--- config.mk ---
export PLATFORM = sky130hd
export DESIGN_NAME = mips_boot_loader_flat
export DESIGN_NICKNAME = d
export VERILOG_FILES = /design/src/rtl/mips_boot_pkg.sv /design/src/rtl/mips_boot_loader_if.sv /design/src/rtl/mips_byte_packer.sv /design/src/rtl/mips_boot_loader.sv /design/src/flat_wrapper.sv
export SDC_FILE = /design/constraint.sdc
export NUM_CORES = 1
export LEC_CHECK = 0
export CAP_MARGIN = 20
export CORE_AREA = 2 2 102 104
export CTS_CLUSTER_SIZE = 25
export DETAILED_ROUTE_END_ITERATION = 7
export DIE_AREA = 0 0 104 106
export PLACE_DENSITY = 0.75
export SYNTH_ARGS = -nofsm -noshare
export SYNTH_HDL_FRONTEND = slang
export SYNTH_SLANG_ARGS = --single-unit
--- constraint.sdc ---
create_clock -name clock -period 2.9 [get_ports clock]
set_input_delay 0.435 -clock clock [delete_from_list [all_inputs] [get_ports clock]]
set_output_delay 0.435 -clock clock [all_outputs]
set_load 0.02 [all_outputs]
--- src/rtl/mips_boot_pkg.sv ---
// Shared types and constants for the MIPS boot loader.
// Define MIPS_BOOT_CHECKSUM_EN to add the XOR trailer check (CHECK state).
package mips_boot_pkg;

  localparam logic [7:0] MAGIC_DEFAULT = 8'hA5;
  localparam int         HDR_LEN       = 3;
  localparam int         COUNT_W       = 16;

  typedef enum logic [2:0] {
    ST_IDLE,
    ST_CNT_HI,
    ST_CNT_LO,
    ST_LOAD,
`ifdef MIPS_BOOT_CHECKSUM_EN
    ST_CHECK,
`endif
    ST_DONE,
    ST_ERROR
  } state_e;

endpackage

--- src/rtl/mips_boot_loader_if.sv ---
// Byte-stream input, instruction-memory write port and status of the boot loader.
// master = stream source / system side, slave = the loader.
interface mips_boot_loader_if #(
  parameter int ADDR_W = 8
);

  logic [7:0]        rx_data;
  logic              rx_valid;
  logic              rx_ready;
  logic              imem_we;
  logic [ADDR_W-1:0] imem_addr;
  logic [31:0]       imem_wdata;
  logic              core_run;
  logic              load_error;
  logic [ADDR_W:0]   words_loaded;

  modport master (
    output rx_data, rx_valid,
    input  rx_ready, imem_we, imem_addr, imem_wdata, core_run, load_error, words_loaded
  );

  modport slave (
    input  rx_data, rx_valid,
    output rx_ready, imem_we, imem_addr, imem_wdata, core_run, load_error, words_loaded
  );

endinterface

--- src/rtl/mips_byte_packer.sv ---
// Packs accepted payload bytes MSB-first into 32-bit words; word_valid marks
// the 4th byte of each word, with word_data including that byte.
module mips_byte_packer (
  input  logic        clock,
  input  logic        reset,
  input  logic        clear,
  input  logic        byte_valid,
  input  logic [7:0]  byte_data,
  output logic        word_valid,
  output logic [31:0] word_data
);

  logic [1:0]  byte_idx;
  logic [23:0] shift_q;

  // NOTE: sequential state uses non-blocking assignments only, so every
  // always_ff reads the pre-edge value of every register regardless of order.
  always_ff @(posedge clock) begin
    if (reset || clear) begin
      byte_idx <= '0;
      shift_q  <= '0;
    end else if (byte_valid) begin
      byte_idx <= byte_idx + 2'd1;
      shift_q  <= {shift_q[15:0], byte_data};
    end
  end

  // Only three earlier bytes are ever needed: the 4th arrives on the bus.
  assign word_valid = byte_valid && (byte_idx == 2'd3);
  assign word_data  = {shift_q, byte_data};

endmodule

--- src/rtl/mips_boot_loader.sv ---
// Boot loader: MAGIC, 16-bit word count, payload words written to imem from
// address 0, then core_run. MIPS_BOOT_CHECKSUM_EN adds an XOR trailer byte.
module mips_boot_loader
  import mips_boot_pkg::*;
#(
  parameter int         ADDR_W = 8,
  parameter logic [7:0] MAGIC  = MAGIC_DEFAULT
) (
  input  logic               clock,
  input  logic               reset,
  mips_boot_loader_if.slave  bus
);

  localparam int                 CMP_W    = COUNT_W + 1;
  localparam logic [CMP_W-1:0]   CAPACITY = CMP_W'(1) << ADDR_W;
`ifdef MIPS_BOOT_CHECKSUM_EN
  localparam state_e             END_STATE = ST_CHECK;
`else
  localparam state_e             END_STATE = ST_DONE;
`endif
  localparam bit                 END_RUNS  = (END_STATE == ST_DONE);

  state_e              state;
  logic [7:0]          cnt_hi;
  logic [COUNT_W-1:0]  word_count;
  logic [ADDR_W:0]     word_ptr;
  logic [ADDR_W-1:0]   addr_q;
  logic [31:0]         wdata_q;
  logic                we_q;
  logic                run_q;
  logic                err_q;
  logic                ready_q;
`ifdef MIPS_BOOT_CHECKSUM_EN
  logic [7:0]          csum;
`endif

  logic                accept;
  logic                hdr_done;
  logic [COUNT_W-1:0]  count_in;
  logic                pk_valid;
  logic [31:0]         pk_word;

  assign accept   = bus.rx_valid && ready_q;
  assign hdr_done = accept && (state == ST_CNT_LO);
  assign count_in = {cnt_hi, bus.rx_data};

  mips_byte_packer u_packer (
    .clock      (clock),
    .reset      (reset),
    .clear      (hdr_done),
    .byte_valid (accept && (state == ST_LOAD)),
    .byte_data  (bus.rx_data),
    .word_valid (pk_valid),
    .word_data  (pk_word)
  );

  always_ff @(posedge clock) begin
    if (reset) begin
      state      <= ST_IDLE;
      cnt_hi     <= '0;
      word_count <= '0;
      word_ptr   <= '0;
      addr_q     <= '0;
      wdata_q    <= '0;
      we_q       <= 1'b0;
      run_q      <= 1'b0;
      err_q      <= 1'b0;
      ready_q    <= 1'b1;
`ifdef MIPS_BOOT_CHECKSUM_EN
      csum       <= '0;
`endif
    end else begin
      we_q <= 1'b0;  // strobe lasts one cycle unless re-armed below
      if (accept) begin
        unique case (state)
          ST_IDLE: begin
            if (bus.rx_data == MAGIC) state <= ST_CNT_HI;
          end
          ST_CNT_HI: begin
            cnt_hi <= bus.rx_data;
            state  <= ST_CNT_LO;
          end
          ST_CNT_LO: begin
            word_count <= count_in;
            word_ptr   <= '0;
`ifdef MIPS_BOOT_CHECKSUM_EN
            csum       <= '0;
`endif
            if (CMP_W'(count_in) > CAPACITY) begin
              state   <= ST_ERROR;
              err_q   <= 1'b1;
              ready_q <= 1'b0;
            end else if (count_in == '0) begin
              state   <= END_STATE;
              run_q   <= END_RUNS;
              ready_q <= !END_RUNS;
            end else begin
              state <= ST_LOAD;
            end
          end
          ST_LOAD: begin
`ifdef MIPS_BOOT_CHECKSUM_EN
            csum <= csum ^ bus.rx_data;
`endif
            if (pk_valid) begin
              we_q     <= 1'b1;
              addr_q   <= word_ptr[ADDR_W-1:0];
              wdata_q  <= pk_word;
              word_ptr <= word_ptr + 1'b1;
              if (CMP_W'(word_ptr) + CMP_W'(1) == CMP_W'(word_count)) begin
                state   <= END_STATE;
                run_q   <= END_RUNS;
                ready_q <= !END_RUNS;
              end
            end
          end
`ifdef MIPS_BOOT_CHECKSUM_EN
          ST_CHECK: begin
            ready_q <= 1'b0;
            if (bus.rx_data == csum) begin
              state <= ST_DONE;
              run_q <= 1'b1;
            end else begin
              state <= ST_ERROR;
              err_q <= 1'b1;
            end
          end
`endif
          default: ;
        endcase
      end
    end
  end

  assign bus.rx_ready     = ready_q;
  assign bus.imem_we      = we_q;
  assign bus.imem_addr    = addr_q;
  assign bus.imem_wdata   = wdata_q;
  assign bus.core_run     = run_q;
  assign bus.load_error   = err_q;
  assign bus.words_loaded = word_ptr;

endmodule

--- src/flat_wrapper.sv ---
// flat-port wrapper written by rule: the top's interface ports become plain ports
module mips_boot_loader_flat import mips_boot_pkg::*;
#(
  parameter int         ADDR_W = 8,
  parameter logic [7:0] MAGIC  = MAGIC_DEFAULT
)
  (clock, reset, bus_rx_data, bus_rx_valid, bus_rx_ready, bus_imem_we, bus_imem_addr, bus_imem_wdata, bus_core_run, bus_load_error, bus_words_loaded);
  mips_boot_loader_if #(.ADDR_W(ADDR_W)) bus_i ();
  input  logic clock;
  input  logic reset;
  input wire logic [$bits(bus_i.rx_data)-1:0] bus_rx_data;
  input wire logic [$bits(bus_i.rx_valid)-1:0] bus_rx_valid;
  output wire logic [$bits(bus_i.rx_ready)-1:0] bus_rx_ready;
  output wire logic [$bits(bus_i.imem_we)-1:0] bus_imem_we;
  output wire logic [$bits(bus_i.imem_addr)-1:0] bus_imem_addr;
  output wire logic [$bits(bus_i.imem_wdata)-1:0] bus_imem_wdata;
  output wire logic [$bits(bus_i.core_run)-1:0] bus_core_run;
  output wire logic [$bits(bus_i.load_error)-1:0] bus_load_error;
  output wire logic [$bits(bus_i.words_loaded)-1:0] bus_words_loaded;
  assign bus_i.rx_data = bus_rx_data;
  assign bus_i.rx_valid = bus_rx_valid;
  assign bus_rx_ready = bus_i.rx_ready;
  assign bus_imem_we = bus_i.imem_we;
  assign bus_imem_addr = bus_i.imem_addr;
  assign bus_imem_wdata = bus_i.imem_wdata;
  assign bus_core_run = bus_i.core_run;
  assign bus_load_error = bus_i.load_error;
  assign bus_words_loaded = bus_i.words_loaded;
  mips_boot_loader #(.ADDR_W(ADDR_W), .MAGIC(MAGIC)) u_core (.clock(clock), .reset(reset), .bus(bus_i));
endmodule
# Word level (Yosys, flattened, before mapping)
# Cells that the tools add are included.
# Widths: inputs -> output; s select.
# classes
n_reduce_logical	18
n_lt_le_gt_ge	1
addsub	3
muxes	19
n_eq_ne	12
bitwise	2
# ops
operator	count
$pmux 9 s2	1
$eq 17x16->1	1
$gt 16x9->1 const B	1
$logic_not 16->1	1
$mux 3	5
$pmux 3 s4	1
$add 9x1->10 const B	1
$reduce_and 5->1	2
$add 9x1->9 const B	1
$mux 1	9
$mux 9	1
$reduce_and 3->1	3
$eq 8x8->1 const B	1
$eq 3x2->1 const B	2
$ne 2x2->1 const B	3
$reduce_and 6->1	1
$logic_and 1x1->1	4
$ne 2x1->1 const B	2
$pmux 1 s2	2
$reduce_and 2->1	2
$reduce_bool 4->1	1
$eq 3x1->1 const B	1
$logic_not 3->1	1
$ne 3x3->1 const B	1
6 further kinds	7
# totals
input_bits	11
ff_bits	106

# Depth between registers and ports, before layout
# Gate-level depths: netlist of run 1.
# depth
word_depth	5
mapped_depth	9
depth_no_buf	7

# Cells and area by module
# Synthesis of run 1 repeated with hierarchy kept, for this count alone.
# unflattened
hier_cells	514
area_unflattened_um2	4429.2
# modules_own_cells
module	seq_area_each_um2	cells_per_inst	area_each_um2	instances
mips_boot_loader	1601.5	419	3389.5	1
mips_byte_packer	520.5	95	1039.7	1

# Worst setup path before layout of run 1
# OpenSTA, ideal clock, no wires.
# synth_timing
path_kind	flip-flop to flip-flop
startpoint	register u_core.word_ptr[1], in the netlist u_core.bus.words_loaded[1]
endpoint	register u_core.ready_q, in the netlist u_core.bus.rx_ready
synth_period_minus_slack_ps	2439
stages_incl_launch_ff	8
arrival_time_ps	2324
path_slack_ps	461
setup_ps	115
required_ps	2785
cell_sequence	dfxtp_1 ha_1 and3_4 nand3_4 a2111oi_4 o211ai_2 or4_4 a31o_1
# synth_via
elab_chain_len	4
# synth_lines
element	line_no	text
start, declared	mips_boot_loader.sv:26	logic [ADDR_W:0] word_ptr;
start signal, assigned	mips_boot_loader.sv:109	word_ptr <= word_ptr + 1'b1;
$add 9x1->10	mips_boot_loader.sv:110	if (CMP_W'(word_ptr) + CMP_W'(1) == CMP_W'(word_count)) begin
$eq 17x16->1	mips_boot_loader.sv:110	
$ne 2x2->1 (no source line)	n/a	
$reduce_and 5->1 (no source line)	n/a	
end signal, assigned	mips_boot_loader.sv:96	ready_q <= !END_RUNS;
end signal, assigned	mips_boot_loader.sv:113	ready_q <= !END_RUNS;
end, declared	mips_boot_loader.sv:32	logic ready_q;
# Every way passes these cells.
# A chain may end at the register's enable or synchronous reset.

# Final worst setup path of run 1
# layout_timing
startpoint	register u_core.word_ptr[0], in the netlist u_core.bus.words_loaded[0]
endpoint	register u_core.ready_q, in the netlist u_core.bus.rx_ready
# Same word-level chain as after synthesis.

==> impl_metrics.toml, run 1 <==
[sta]
timing.final.crit_period_ns = 2.61
fmax_ghz = 0.383
final_hold_viol_count = 0
slew_headroom_pct = 61.3
slew_viol_final = 0
whs_ns = 0.459
rsz0062_at_grt = "no"
setup_ws_ns = 0.286
worst_pin_slew_ns = 0.566
finalCritPeriodShare_pct = 90.1
clock_skew_ns = 0.0103
tns_ns = 0
setup_viol_count_final = 0

[cts]
tritoncts = "done"
cts_buffers = 9
cts_setup_buffers = 0
cts-root-buf = "clkbuf_8"
clk_pin_slew_ns = 0.10
cts_hold_buf = 0
cts_resized = 0
cts_sinks = 106
htreeDepth = 3
cts_buffer_depth = 2
clock_latency_ns = 0.36

[detailed_routing]
drc_errors = 0
post_drt_wl_per_cell_um = 14.6
wl_mm = 10.6
postRouteAntennaNets = 0
vias = 3849
viasPerCell = 5.29
drt-initial-drc-count = 244
drtPass1Iterations = 4

[setup_path]
crit_type = "reg -> reg"
rr_endpoint = "u_core.bus.rx_ready$_SDFFE_PP1P_"
crit_cells = 7
crit_family = "simple AND/OR/NAND/NOR gates"
crit_arrival_ns = 2.88
crit_fanout = 11
cp-endpoint = "u_core.bus.rx_ready$_SDFFE_PP1P_"
required_ns = 3.16
r2r_start = "u_core.bus.words_loaded[0]$_SDFFE_PP0P_"
r2r_slack_ns = 0.29
cp_slowest_cell = "dfxtp_1"
cp-start-kind = "flop"
worstPathCellList = "ha_1 > and3_4 > nand3_4 > a2111oi_4 > o211ai_2 > or4_4 > a31o_1"
cpPeakStageDelay_ns = 0.51
end_kind = "flop"
r2r_cells = 7
cp-startpoint = "u_core.bus.words_loaded[0]$_SDFFE_PP0P_"
path_buf_inv = 0

[power]
switchingPower_uw = 579
seqPwrFrac_pct = 61.0
ir_worst_vdd_v = 0.000278
pwr_density_cell_nw_per_um2 = 454
p_leak_nw = 1.67
power.share.combinational_pct = 2.3
clockPowerShare_pct = 36.7
swShare_pct = 24.2
p_int_mw = 1.81

[logic_synthesis]
synth_edf_count = 0
synth_fp_nets = 556
ys.flop_type = "dfxtp_1"
yosys_register_bits = 106
synth-seq-area-share_pct = 48.5
yosysUniqueCellTypes = 55
ys_async_sr_fraction_pct = 0
netlist_instances = 543
synth_area_um2 = 4370
avgSynthCellArea_um2 = 8.05
yosys_warnings = 0

[finish]
drive_gt1_share_pct = 6.59
antenna_cells = 0
area_delta_synth_final_pct = 20.3
utilization_pct = 52.6
n_fill_cell = 958
nets = 600

[placement]
port-buffer-count = 63
place.gp.congestion = 0.874
pre_cts_ws_ns = 0.317
dp_hpwl_mm = 7.39

[grt]
grt_pass1_wl_mm = 17.5
grt_max_degree = 48
grt_usage_pct = 19.4
gr-total-overflow = 0
grt_pass1_vias = 3660
grt_antenna_before_repair = 0

[run]
maxCapViolations = 0

[floorplanning]
die_area_um2 = 11000
initial_core_util_pct = 43.7
die_width_um = 104
fp-row-count = 37
die_h_um = 106
io_pins = 64
coreArea_um2 = 10000

[worst_hold_path]
hp-class = "reg -> reg"

[outcome]
status = "completed"
==> state kept, by name, indices dropped and copies added, names as in the netlist <==
name	flops
u_core.bus.imem_we	1
u_core.u_packer.shift_q	24
u_core.state	3
u_core.bus.imem_addr	8
u_core.u_packer.byte_idx	2
u_core.word_count	16
u_core.bus.rx_ready	1
u_core.bus.words_loaded	9
u_core.cnt_hi	8
u_core.bus.core_run	1
u_core.bus.imem_wdata	32
u_core.bus.load_error	1
==> worst min path at each step <==
stage | start | to | slack (ns) | cells after the start
after global routing | u_core.u_packer.shift_q[23]$_SDFFE_PP0P_ | u_core.bus.imem_wdata[31]$_SDFFE_PP0P_ | 0.48 | 2
after detailed placement | u_core.bus.load_error$_SDFFE_PP0P_ | u_core.bus.load_error$_SDFFE_PP0P_ | 0.45 | 2
after floorplan | u_core.cnt_hi[0]$_SDFFE_PP0P_ | u_core.word_count[8]$_SDFFE_PP0P_ | 0.43 | 2
after global placement | u_core.bus.load_error$_SDFFE_PP0P_ | u_core.bus.load_error$_SDFFE_PP0P_ | 0.43 | 2
after CTS | u_core.bus.load_error$_SDFFE_PP0P_ | u_core.bus.load_error$_SDFFE_PP0P_ | 0.46 | 2
final | u_core.bus.load_error$_SDFFE_PP0P_ | u_core.bus.load_error$_SDFFE_PP0P_ | 0.46 | 2
==> placed cells by master (no fill, tap or decap), types with 2 or more instances in the layout <==
cell             netlist  layout
nand2b_1               4       4
nand3_1                3       3
a21o_1                 2       2
a21oi_1               94      94
a2111oi_4              2       2
or3_1                  2       2
a31oi_1                3       3
inv_8                  0       2
dfxtp_1              106     106
xnor2_1                5       5
nor2b_1                3       3
or2_2                  2       2
nor2_1                25      25
a32oi_1                2       2
nand2_1              171     171
and3_1                 5       5
mux2i_1                8       8
nand4_1                2       2
xor2_1                 4       4
ha_1                   2       2
nor4_1                 4       4
clkinv_4               0       3
nor3_1                 3       3
o21ai_0               10      10
nand4b_1               3       3
buf_4                  2      10
a211oi_1               2       2
and2_1                 4       4
inv_1                  5       5
clkdlybuf4s50_1        0      62
nand3b_1               4       4
clkbuf_8               0       9
==> stage by stage <==
step,std cells,cell area (µm²),power [mW]
after floorplan,543,4370,1.51
after global placement,712,5060,1.54
after detailed placement,712,5060,1.54
after CTS,728,5260,2.40
after global routing,728,5260,2.48
final,728,5260,2.39
==> cell type report <==
class                      count  area, µm²  area share [%]
sequential                   106       2120            40.4
multi-input combinational    391       2030            38.6
timing repair buffer          74        721            13.7
tap                          136        170            3.24
clock buffer                   9        124            2.36
clock inverter                 7       72.6            1.38
inverter                       5       18.8           0.357
==> power groups by stage <==
stage | combinational (mW) | clock, mW | sequential [mW]
after global placement | 0.0538 | 0 | 1.49
after CTS | 0.0557 | 0.893 | 1.46
after global routing | 0.0605 | 0.965 | 1.46
final | 0.0559 | 0.876 | 1.46
after floorplan | 0.0254 | 0 | 1.49
after detailed placement | 0.0560 | 0 | 1.49
==> worst reg2reg max path, cell delays in order, from the launching register on <==
cell	delay [ns]
dfxtp_1	0.51
ha_1	0.37
and3_4	0.26
nand3_4	0.10
a2111oi_4	0.39
o211ai_2	0.18
or4_4	0.50
a31o_1	0.21
==> cell families after synthesis <==
logic type      Yosys count  synth area share [%]
compound gates          126                  17.1
xor+xnor                  9                  1.80
fa+ha+maj                 2                 0.572
buf+inv                  46                  5.04
flops                   106                  48.5
mux                       8                  1.83
simple gates            246                  25.1
==> per-layer routing <==
layer	global-route usage (%)	wire, µm	vias up
li1	-	-	1907
met5	0	0	-
met4	7.34	171	0
met3	3.86	483	12
met1	24.4	4810	1835
met2	33.1	5180	95
==> cells in the mapped netlist, drive strengths merged (5+ instances only) <==
| cell | count | area [µm²] |
|---|---|---|
| o21ai | 10 | 50.1 |
| a21oi | 94 | 470 |
| and3 | 6 | 42.5 |
| clkbuf | 22 | 83.8 |
| nor2 | 25 | 93.8 |
| dfxtp | 106 | 2120 |
| buf | 19 | 118 |
| xnor2 | 5 | 43.8 |
| inv | 5 | 18.8 |
| nand2 | 171 | 642 |
| mux2i | 8 | 80.1 |
| nand3 | 5 | 42.5 |
No activity file was read; power rests on OpenSTA's default activity.
==> inputs of run 2 (changes only) <==
CORE_AREA = 2 2 136 138   (was 2 2 102 104)
DIE_AREA = 0 0 138 140   (was 0 0 104 106)
PLACE_DENSITY = 0.5   (was 0.75)
==> impl_metrics.toml, run 2 (same netlist as run 1, synthesis figures left out) <==
[outcome]
status = "completed"

[sta]
slew_viol_final = 0
setup_viol_count_final = 0
finalCritPeriodShare_pct = 91.0
fmax_ghz = 0.379
tns_ns = 0
rsz0062_at_grt = "no"
final_hold_viol_count = 0
slew_headroom_pct = 55.7
worst_pin_slew_ns = 0.664
timing.final.crit_period_ns = 2.64
setup_ws_ns = 0.262
clock_skew_ns = 0.00498
whs_ns = 0.453

[setup_path]
cp_slowest_cell = "dfxtp_1"
crit_cells = 7
cp-endpoint = "u_core.bus.rx_ready$_SDFFE_PP1P_"
path_buf_inv = 0
crit_fanout = 11
r2r_start = "u_core.bus.words_loaded[0]$_SDFFE_PP0P_"
worstPathCellList = "ha_1 > and3_4 > nand3_4 > a2111oi_4 > o211ai_2 > or4_4 > a31o_1"
r2r_cells = 7
crit_family = "simple AND/OR/NAND/NOR gates"
rr_endpoint = "u_core.bus.rx_ready$_SDFFE_PP1P_"
end_kind = "flop"
crit_arrival_ns = 2.89
required_ns = 3.15
r2r_slack_ns = 0.26
cpPeakStageDelay_ns = 0.53
cp-startpoint = "u_core.bus.words_loaded[0]$_SDFFE_PP0P_"
crit_type = "reg -> reg"
cp-start-kind = "flop"

[cts]
cts_resized = 0
htreeDepth = 3
tritoncts = "done"
cts_buffers = 9
cts_buffer_depth = 2
clock_latency_ns = 0.35
cts_setup_buffers = 0
cts-root-buf = "clkbuf_16"
cts_hold_buf = 0
clk_pin_slew_ns = 0.07
cts_sinks = 106

[finish]
nets = 601
instances_no_fill = 822
final_common_cell = "nand2_1"
drive_gt1_share_pct = 6.75
n_fill_cell = 1888
antenna_cells = 0
area_delta_synth_final_pct = 25.2
final_cell_mix = "171 x nand2_1, 106 x dfxtp_1, 94 x a21oi_1, 62 x clkdlybuf4s50_1, 25 x nor2_1"
largest_reg_flops = 32

[floorplanning]
die_h_um = 140
die_area_um2 = 19300
io_pins = 64
die_width_um = 138
coreArea_um2 = 17800
fp-row-count = 49
initial_core_util_pct = 24.6

[placement]
place.gp.congestion = 0.821
dp_hpwl_mm = 8.68
pre_cts_ws_ns = 0.224
dp.cells = 806
port-buffer-count = 63

[power]
power_mw = 2.71
pwr_density_cell_nw_per_um2 = 495
ir_worst_vdd_v = 0.000263
p_leak_nw = 1.72

[worst_hold_path]
hp-class = "reg -> reg"
worstHoldStart = "u_core.bus.load_error$_SDFFE_PP0P_"

[grt]
gr-total-overflow = 0
grt_usage_pct = 12.7
grt_max_degree = 53
grt_pass1_wl_mm = 19.6
grt_antenna_before_repair = 0
grt_pass1_vias = 3701

[detailed_routing]
vias = 3805
postRouteAntennaNets = 0
post_drt_wl_per_cell_um = 14.7
drt-initial-drc-count = 232
drc_errors = 0
drtPass1Iterations = 5
wl_mm = 12.1
viasPerCell = 4.63

[run]
maxCapViolations = 0
[run 2: changes by cell type in the layout (fill, tap and decap cells not counted), sizes merged]
| cell | before | now |
|---|---|---|
| buf | 12 | 13 |
| clkinv | 4 | 2 |
| clkbuf | 9 | 11 |
| inv | 7 | 6 |
| clkinvlp | 1 | 2 |
[run 2: worst min-delay path, delay by kind of cell, from the launching register on]
kind,cells,cell delay [ns]
compound gates,1,0.05
buf+inv,1,0.05
flops,1,0.32
[run 2: per-layer routing]
layer / vias up / share of wire, % / GRT usage (%) / wire (µm)
li1: 1919 / - / - / -
met1: 1785 / 47 / 16.6 / 5720
met2: 81 / 46 / 20.3 / 5620
met3: 20 / 3.7 / 2.29 / 442
met4: 0 / 2.7 / 6.12 / 329
met5: - / 0 / 0 / 0
[run 2: final cells by class]
type                       count  area, µm²  share of cell area (%)
inverter                       5       18.8                   0.343
sequential                   106       2120                    38.8
timing repair buffer          75        728                    13.3
tap                          229        287                    5.23
clock buffer                  11        253                    4.62
clock inverter                 5       37.5                   0.686
multi-input combinational    391       2030                    37.1
[run 2: how the worst min path moves through the flow]
| stage | depth (start not counted) | to | slack (ns) |
|---|---|---|---|
| 6_report | 2 | u_core.bus.load_error$_SDFFE_PP0P_ | 0.45 |
| 5_1_grt | 2 | u_core.word_count[14]$_SDFFE_PP0P_ | 0.48 |
| 4_1_cts | 2 | u_core.bus.load_error$_SDFFE_PP0P_ | 0.45 |
| 3_5_place_dp | 2 | u_core.bus.load_error$_SDFFE_PP0P_ | 0.44 |
| 3_3_place_gp | 2 | u_core.bus.load_error$_SDFFE_PP0P_ | 0.44 |
| 2_1_floorplan | 2 | u_core.word_count[8]$_SDFFE_PP0P_ | 0.43 |
[run 2: power breakdown]
part	switching [mW]	internal, mW	leakage, nW
clock	0.564	0.633	0.138
sequential	0.000311	1.45	0.853
combinational	0.0388	0.0196	0.731
[run 2: metrics by stage]
step / instance area, µm² / util [%]
final: 5480 / 30.8
after detailed placement: 5180 / 29.2
after global placement: 5180 / 29.2
after global routing: 5480 / 30.8
after CTS: 5480 / 30.8
after floorplan: 4370 / -
